$ cat config.mk
export PLATFORM = sky130hd
export DESIGN_NAME = phrase_sequencer
export DESIGN_NICKNAME = d
export VERILOG_FILES = /design/src/rtl/phrase_sequencer.sv
export SDC_FILE = /design/constraint.sdc
export NUM_CORES = 1
export LEC_CHECK = 0
export ABC_CLOCK_PERIOD_IN_PS = 4300
export CAP_MARGIN = 40
export CORE_MARGIN = 5
export CORE_UTILIZATION = 35
export DETAILED_ROUTE_END_ITERATION = 7
export SYNTH_ARGS = -nofsm -noshare
export SYNTH_HDL_FRONTEND = slang
export SYNTH_SLANG_ARGS = --single-unit
$ cat constraint.sdc
create_clock -name clk -period 4.3 [get_ports clk]
set_clock_uncertainty 0.05 [all_clocks]
set_input_delay 0.645 -clock clk [delete_from_list [all_inputs] [get_ports clk]]
set_output_delay 0.645 -clock clk [all_outputs]
set_load 0.02 [all_outputs]
$ cat src/rtl/phrase_sequencer.sv
// Queues clip IDs and plays them back-to-back through the audio controller.
// Ports: push/push_id/abort in; full/empty/tbl_id, start/end addr, silent, start, busy, err out.
module phrase_sequencer #(
  parameter int DEPTH      = 16,
  parameter int ID_W       = 5,
  parameter int SILENCE_ID = 0,
  parameter int ACK_TOUT   = 255
) (
  input  logic            clk,
  input  logic            reset,
  input  logic            push,
  input  logic [ID_W-1:0] push_id,
  input  logic            abort,
  output logic            full,
  output logic            empty,
  output logic [ID_W-1:0] tbl_id,
  input  logic [23:0]     tbl_start,
  input  logic [23:0]     tbl_end,
  output logic [23:0]     start_address,
  output logic [23:0]     end_address,
  output logic            silent,
  output logic            start,
  input  logic            finish,
  output logic            busy,
  output logic            err
);

  localparam int AW = $clog2(DEPTH);
  localparam int CW = AW + 1;
  localparam int TW = $clog2(ACK_TOUT + 1);
  localparam logic [ID_W-1:0] SIL = ID_W'(SILENCE_ID);

  typedef enum logic [2:0] {
    S_IDLE,
    S_LOAD,
    S_FIRE,
    S_ACK,
    S_PLAY
  } state_e;

  state_e          state_q, state_d;
  logic [ID_W-1:0] mem_q [DEPTH];
  logic [ID_W-1:0] mem_d [DEPTH];
  logic [AW-1:0]   wr_q, wr_d;
  logic [AW-1:0]   rd_q, rd_d;
  logic [CW-1:0]   cnt_q, cnt_d;
  logic [23:0]     sa_q, sa_d;
  logic [23:0]     ea_q, ea_d;
  logic            sil_q, sil_d;
  logic            fire_q, fire_d;
  logic [TW-1:0]   tmr_q, tmr_d;
  logic            err_q, err_d;
  logic            pop;
  logic            push_ok;

  assign full    = (cnt_q == CW'(DEPTH));
  assign empty   = (cnt_q == '0);
  assign tbl_id  = mem_q[rd_q];
  assign push_ok = push & ~full & ~abort;

  assign start_address = sa_q;
  assign end_address   = ea_q;
  assign silent        = sil_q;
  assign err           = err_q;
  assign start         = (state_q == S_FIRE) & ~abort;
  assign busy          = (state_q != S_IDLE) | ~empty;

  always_comb begin
    state_d = state_q;
    sa_d    = sa_q;
    ea_d    = ea_q;
    sil_d   = sil_q;
    fire_d  = fire_q;
    tmr_d   = tmr_q;
    err_d   = err_q;
    pop     = 1'b0;
    unique case (state_q)
      S_IDLE: begin
        if (!empty) state_d = S_LOAD;
      end
      S_LOAD: begin
        sa_d    = tbl_start;
        ea_d    = tbl_end;
        sil_d   = (tbl_id == SIL);
        pop     = 1'b1;
        fire_d  = 1'b0;
        state_d = S_FIRE;
      end
      S_FIRE: begin
        // fire_q marks the second of the two start cycles
        tmr_d  = '0;
        fire_d = ~fire_q;
        if (fire_q) state_d = S_ACK;
      end
      S_ACK: begin
        if (!finish) begin
          state_d = S_PLAY;
        end else if (tmr_q == TW'(ACK_TOUT)) begin
          err_d   = 1'b1;
          state_d = S_IDLE;
        end else begin
          tmr_d = tmr_q + TW'(1);
        end
      end
      S_PLAY: begin
        if (finish) state_d = S_IDLE;
      end
      default: state_d = S_IDLE;
    endcase
    if (abort) begin
      state_d = S_IDLE;
      sa_d    = sa_q;
      ea_d    = ea_q;
      sil_d   = sil_q;
      err_d   = err_q;
      fire_d  = 1'b0;
      pop     = 1'b0;
    end
  end

  always_comb begin
    mem_d = mem_q;
    wr_d  = wr_q;
    rd_d  = rd_q;
    cnt_d = cnt_q;
    if (push_ok) begin
      mem_d[wr_q] = push_id;
      wr_d        = wr_q + AW'(1);
    end
    if (pop) rd_d = rd_q + AW'(1);
    unique case ({push_ok, pop})
      2'b10:   cnt_d = cnt_q + CW'(1);
      2'b01:   cnt_d = cnt_q - CW'(1);
      default: cnt_d = cnt_q;
    endcase
    if (abort) begin
      rd_d  = wr_q;
      cnt_d = '0;
    end
  end

  always_ff @(posedge clk or negedge reset) begin
    if (!reset) begin
      state_q <= S_IDLE;
      for (int i = 0; i < DEPTH; i++) mem_q[i] <= '0;
      wr_q    <= '0;
      rd_q    <= '0;
      cnt_q   <= '0;
      sa_q    <= '0;
      ea_q    <= '0;
      sil_q   <= 1'b0;
      fire_q  <= 1'b0;
      tmr_q   <= '0;
      err_q   <= 1'b0;
    end else begin
      state_q <= state_d;
      mem_q   <= mem_d;
      wr_q    <= wr_d;
      rd_q    <= rd_d;
      cnt_q   <= cnt_d;
      sa_q    <= sa_d;
      ea_q    <= ea_d;
      sil_q   <= sil_d;
      fire_q  <= fire_d;
      tmr_q   <= tmr_d;
      err_q   <= err_d;
    end
  end

endmodule

==> run metrics, run 1 <==
status complete, no violations; DR vias between 4,000 and 5,000; CP max FO 13; Synth top area share 55.0%; initial antenna violation count 0; # hold bufs at CTS 0; distinct cell type count after synthesis 49; top post-synthesis cells by count 155 x dfrtp_1, 129 x mux2_2, 25 x nor2_1; Min Hold Slack 0.246 ns; CTS tree yes; Pre-Repair DR Iteration Count 4; critical path class flop to output pin; period utilization 85.0%; Ant. Diodes 0; synthesized area per cell around 13 um^2; I/O pin total between 100 and 150; Max VDD drop between 0.3 and 0.4 mV; Overflow after GRT 0; Startpoint Class flop; area of the core approximately 20,000 um^2; post_cts resized 0; row count 52; layout overhead on the synthesized area 28.6%; GRT Total Usage 15.0%; Sum Neg Setup Slack 0 ns; cell count after placement around 900; H-tree depth 4; Initial Utilization between 30% and 40%; nets 708; sequential element share of the synthesized area 55.0%; post-route cell area 9070 um^2; register area slightly below 4000 um^2; Slew @ Worst Pin 0.840 ns; CTS Root Cell clkbuf_16; die width 152 um; worst slack, placed 0.990 ns; placed cell area around 8500 um^2; worst setup margin 0.646 ns; layout cells sized above 1 28.9%; PortBufs 116; Post-synth EDFFs 0; GPL Wtd Cong 0.857; Post-CTS Setup Inserts 0; Syn Inst Count 527; Worst slew margin 44.0%; Final Critical Period 3.65 ns; min-delay worst type primary input to async pin; asr flop ratio synth 100%; clock sink total approximately 160; Critical Path RT roughly 3.6 ns; Cell Area, Synth 7060 um^2; P_leak just under 4 nW; r2r setup slk between 1 and 1.5 ns; final core occ between 40% and 50%; synth top area cells dfrtp_1 55%, mux2_2 21%, mux4_2 3.5%; Vias/cell 5.06; clock buffer depth 2; Worst-Skew Late Latency 0.42 ns; mean routed wirelength per cell 18.1 um; Power, Total between 6 and 7 mW; #FFs+latches synth 155; largest net degree at the start of global routing 90; Max Fclk approximately 0.27 GHz; final slew viol count 0; Max Cap Viol 0; most frequent cell after synthesis dfrtp_1; Synth area leader dfrtp_1; Setup Viol. Count Final 0; first-pass GRT wire length 28.0 mm; leading register cell type out of synthesis dfrtp_1; warnings from Yosys 0; Post-DRT Antenna Nets 0; CP arrival 2.96 ns; Final Hold Viols 0; CTS clk-pin slew, worst paths approximately 0.060 ns; DR DRC count 0; Pwr Density 754 nW/um^2; RSZ-0062 raised after global routing no; non-filler cells, final around 930; Fillers 1,841; syn_nets 593; Iteration-0 DRC Markers 291; area occupied by multi-input gates ~3000 um^2; Crit. End Element output pin; TritonCTS Buffers 17; vias in the first global route 5,222; Die ar. 23,100 um^2; post-DP HPWL 12.0 mm; chip height ~150 um; DRT Wirelength 16.8 mm
-- registers in the layout, indices dropped and copies added, names as in the netlist --
name / cells
state_q: 3
wr_q: 4
start_address: 24
err: 1
end_address: 24
mem_q: 80
cnt_q: 5
fire_q: 1
tmr_q: 8
silent: 1
rd_q: 4
-- critical path, cell delays in order (launching register included) --
cell and delay, ns:
dfrtp_2 0.60, buf_4 0.30, mux2i_1 0.12, a221oi_1 0.54, a22oi_1 0.18, nand2_1 0.17
clkdlybuf4s50_1 0.63
-- cell usage in the layout, fill, tap and decap left out, types with 2 or more instances in the layout --
master	synthesis	layout
clkinvlp_4	0	3
clkdlybuf4s50_1	0	115
a21oi_1	6	6
o21a_1	2	2
nand3_1	17	17
o21ai_0	13	13
inv_6	0	4
mux2_2	129	129
a22o_1	4	4
nand2_1	20	20
nand2b_1	3	3
a41o_1	2	2
mux2i_1	22	22
nor4_1	2	2
a22oi_1	4	4
clkinv_4	0	4
nor2_1	25	25
inv_8	0	3
xnor2_1	7	7
dfrtp_1	155	154
or4_1	2	2
buf_4	3	8
nor3b_1	2	2
mux4_2	11	11
inv_1	10	10
nand4_1	4	4
xor2_1	7	7
clkbuf_16	0	17
nor3_1	7	6
ha_1	8	8
a221oi_1	10	10
or2_2	2	2
nor2b_1	5	5
and2_1	3	3
-- power breakdown --
part	switching [mW]	total (mW)	internal (mW)
logic	1.36	2.85	1.49
clock network	0.648	1.47	0.818
registers	0.446	2.53	2.08
total	2.45	6.84	4.39
-- cells by family after synthesis --
group                      after synthesis  share of synthesized area, %
AOI/OAI and AO/OA                       53                          5.55
xor gates and xnor gates                14                          1.74
adders and majority gates                8                          1.42
buffers and inverters                   38                          2.38
DFF                                    155                          55.0
muxes                                  162                          27.2
and+or+nand+nor                         97                          6.72
-- path summary, 6_finish.rpt --
kind	to	start	cells past startpoint
max in group asynchronous	mem_q[25]$_DFFE_PN0P_	reset	2
min in group clk	err$_DFFE_PN0P_	err$_DFFE_PN0P_	1
worst min-delay path	mem_q[43]$_DFFE_PN0P_	reset	1
worst max-delay path	tbl_id[0]	rd_q[0]$_DFFE_PN0P_	6
worst max register to register	cnt_q[4]$_DFFE_PN0P_	state_q[0]$_DFFE_PN0P_	10
worst min register to register	err$_DFFE_PN0P_	err$_DFFE_PN0P_	1
-- layout make-up --
cell class / instances / share of cell area (%)
well taps: 270 / 3.72
clock inverters: 15 / 1.72
clock buffers: 17 / 4.69
inverters: 10 / 0.414
flip-flops and latches: 155 / 42.8
multi-input cells: 334 / 33.2
repair buffers: 124 / 13.5
-- per-layer routing --
metal / track usage [%] / part of all wire, %
met5: 0 / 0
met2: 22.3 / 46
met3: 6.68 / 8.9
met1: 20.2 / 45
met4: 3.47 / 0.82
Power figures use the tool's default switching activity.
==> inputs of run 2 (changes only) <==
--- a/config.mk
+++ b/config.mk
@@ -5,7 +5,7 @@
 export SDC_FILE = /design/constraint.sdc
 export NUM_CORES = 1
 export LEC_CHECK = 0
-export ABC_CLOCK_PERIOD_IN_PS = 4300
+export ABC_CLOCK_PERIOD_IN_PS = 3200
 export CAP_MARGIN = 40
 export CORE_MARGIN = 5
 export CORE_UTILIZATION = 35
==> constraint.sdc (replaced) <==
create_clock -name clk -period 3.2 [get_ports clk]
set_clock_uncertainty 0.05 [all_clocks]
set_input_delay 0.48 -clock clk [delete_from_list [all_inputs] [get_ports clk]]
set_output_delay 0.48 -clock clk [all_outputs]
set_load 0.02 [all_outputs]
==> run 2 against run 1 <==
Count of clock-buffer cells in the layout stayed put. Die area did not move. Routed wire length is 2.8% higher. Sequential share of layout area is 0.66 points lower. Total power grew 37%. Non-clock buffer count up 11. Critical path type unchanged.
==> run metrics, run 2 (synthesis results as in run 1) <==
TritonCTS Buffers 17 (unchanged); post-DP HPWL 12.2 mm (+1.1%); Die ar. 23,100 um^2 (unchanged); P_leak 4.04 nW (+2.9%); Max Fclk 0.325 GHz; mean routed wirelength per cell 18.4 um (+1.6%); row count 52 (unchanged); CTS Root Cell clkbuf_16; vias in the first global route 5,203 (-0.36%); layout cells sized above 1 30.8% (+1.9 points); Max VDD drop 0.466 mV (+18%); Largest register FFs 80 (unchanged); Pwr Density 1010 nW/um^2 (+34%); H-tree depth 4 (unchanged); clock sink total 155 (unchanged); P_int 5.98 mW (+36%); first-pass GRT wire length 28.7 mm (+2.5%); Final Hold Viols 0 (unchanged); Iteration-0 DRC Markers 314 (+7.9%); CP max FO 10 (-3); Slew @ Worst Pin 0.732 ns (-0.108 ns); post-route cell area 9220 um^2 (+1.6%); Setup Viol. Count Final 0 (unchanged); initial antenna violation count 0 (unchanged); most frequent cells in the layout 154 x dfrtp_1, 129 x mux2_2, 111 x clkdlybuf4s50_1; min-delay worst type primary input to async pin; final slew viol count 0 (unchanged); Startpoint Class flop; Worst-Skew Late Latency 0.42 ns (about the same); DR DRC count 0 (unchanged); chip height 152 um (unchanged); layout overhead on the synthesized area 30.7%; RSZ-0062 raised after global routing no; Reg power frac 36.3% (-0.6 points); Sum Neg Setup Slack 0 ns (unchanged); Final Critical Period between 3 and 4 ns; Pre-Repair DR Iteration Count 5 (+1); CTS clk-pin slew, worst paths 0.07 ns (about the same); Worst slew margin 51.0% (+7.1 points); Critical Path RT 2.67 ns (-0.94 ns); period utilization a little over nine tenths; critical path class flop to output pin; Clock power frac 21.3% (about the same); clock buffer depth 2 (unchanged); largest reg by FF count mem_q; Overflow after GRT 0 (unchanged); I/O pin total 117 (unchanged); area of the core 20,000 um^2 (unchanged); GPL Wtd Cong 0.793 (-7.5%); CTS tree yes; CP arrival 2.55 ns (-0.41 ns); GRT Total Usage 15.3% (+0.36 points); Sw Pwr 3.36 mW (+37%); DRT Wirelength 17.2 mm (+2.8%); Initial Utilization 35.2% (unchanged); PortBufs 116 (unchanged); nets 719 (+1.6%); status complete, no violations; placed cell area 8580 um^2 (+1.0%); Max Cap Viol 0 (unchanged); Ant. Diodes 0 (unchanged); Crit. End Element output pin; Post-DRT Antenna Nets 0 (unchanged); DR vias 4,701 (+0.43%); Switching Share 36.0% (+0.14 points); die width 152 um (unchanged); Vias/cell 5.02 (-0.75%); largest net degree at the start of global routing 76 (-16%); Gate power share 42.4% (+0.8 points); most common cell after layout, fill and taps aside dfrtp_1
[run 2: changes by cell type in the layout (fill, tap and decap cells not counted), sizes merged]
cell	change
buf	+11
clkdlybuf4s50	-4
clkinv	+1
clkinvlp	-1
dlygate4sd2	+1
dlymetal6s2s	+3
[run 2: path summary, 6_finish.rpt]
| kind | depth (start not counted) | end | slack [ns] | from |
|---|---|---|---|---|
| max | 5 | tbl_id[3] | 0.12 | rd_q[0]$_DFFE_PN0P_ |
| min | 1 | mem_q[52]$_DFFE_PN0P_ | 0.02 | reset |
| max reg2reg | 9 | cnt_q[4]$_DFFE_PN0P_ | 0.53 | state_q[1]$_DFFE_PN0P_ |
| min reg2reg | 1 | err$_DFFE_PN0P_ | 0.43 | err$_DFFE_PN0P_ |
| max in group asynchronous | 2 | start_address[8]$_DFFE_PN0P_ | 2.24 | reset |
| min in group clk | 1 | err$_DFFE_PN0P_ | 0.43 | err$_DFFE_PN0P_ |
[run 2: area by class of cell]
type / count / area (um^2)
fillers: 1828 / 10800
clock buffers: 17 / 425
clock inverters: 15 / 156
repair buffers: 135 / 1340
flip-flops and latches: 155 / 3880
inverters: 10 / 37.5
multi-input cells: 334 / 3050
well taps: 270 / 338
[run 2: per-stage QoR]
step / util, % / setup slack, ns / std cells / hold WS [ns] / total power [mW]
after floorplan: - / 0.661 / 527 / 0.134 / 5.69
after global placement: 42.8 / 0.384 / 901 / 0.422 / 7.21
after detailed placement: 42.8 / 0.253 / 901 / 0.409 / 7.32
after CTS: 45.9 / 0.0166 / 936 / 0.0495 / 9.41
after global routing: 46.0 / 0.0146 / 936 / 0.0780 / 9.92
final: 46.0 / 0.124 / 936 / 0.0249 / 9.34
[run 2: power groups by stage]
| stage | registers [mW] | clock network [mW] | logic [mW] |
|---|---|---|---|
| detailed placement | 3.41 | 0 | 3.91 |
| global route | 3.51 | 2.14 | 4.28 |
| floorplan | 3.58 | 0 | 2.11 |
| global placement | 3.37 | 0 | 3.84 |
| CTS | 3.39 | 2.03 | 3.99 |
| finish | 3.39 | 1.99 | 3.96 |
[run 2: per-layer routing]
metal  share of wire [%]  GRT usage (%)  routed length (um)  vias to the layer above
li1                    -              -                   -                     2175
met1                  44           20.6                7610                     2368
met4                 1.4           4.02                 238                        0
met5                   0              0                   0                        -
met2                  45           22.5                7780                      144
met3                 9.3           7.20                1610                       14
[run 2: what timing repair did]
action | in CTS | in global routing
endpoints found under the setup margin | 5 | 4
gates resized for setup | 5 | 5
hold buffers | 0 | 0
buffers inserted | 3 | 0
hold endpoints to repair | 0 | 0
pin swaps | 0 | 0
[run 2: critical path, stage by stage (launching register included)]
cell	delay, ns
dfrtp_4	0.55
buf_12	0.18
mux4_2	0.53
a22oi_1	0.21
nand2_1	0.11
clkdlybuf4s50_1	0.55
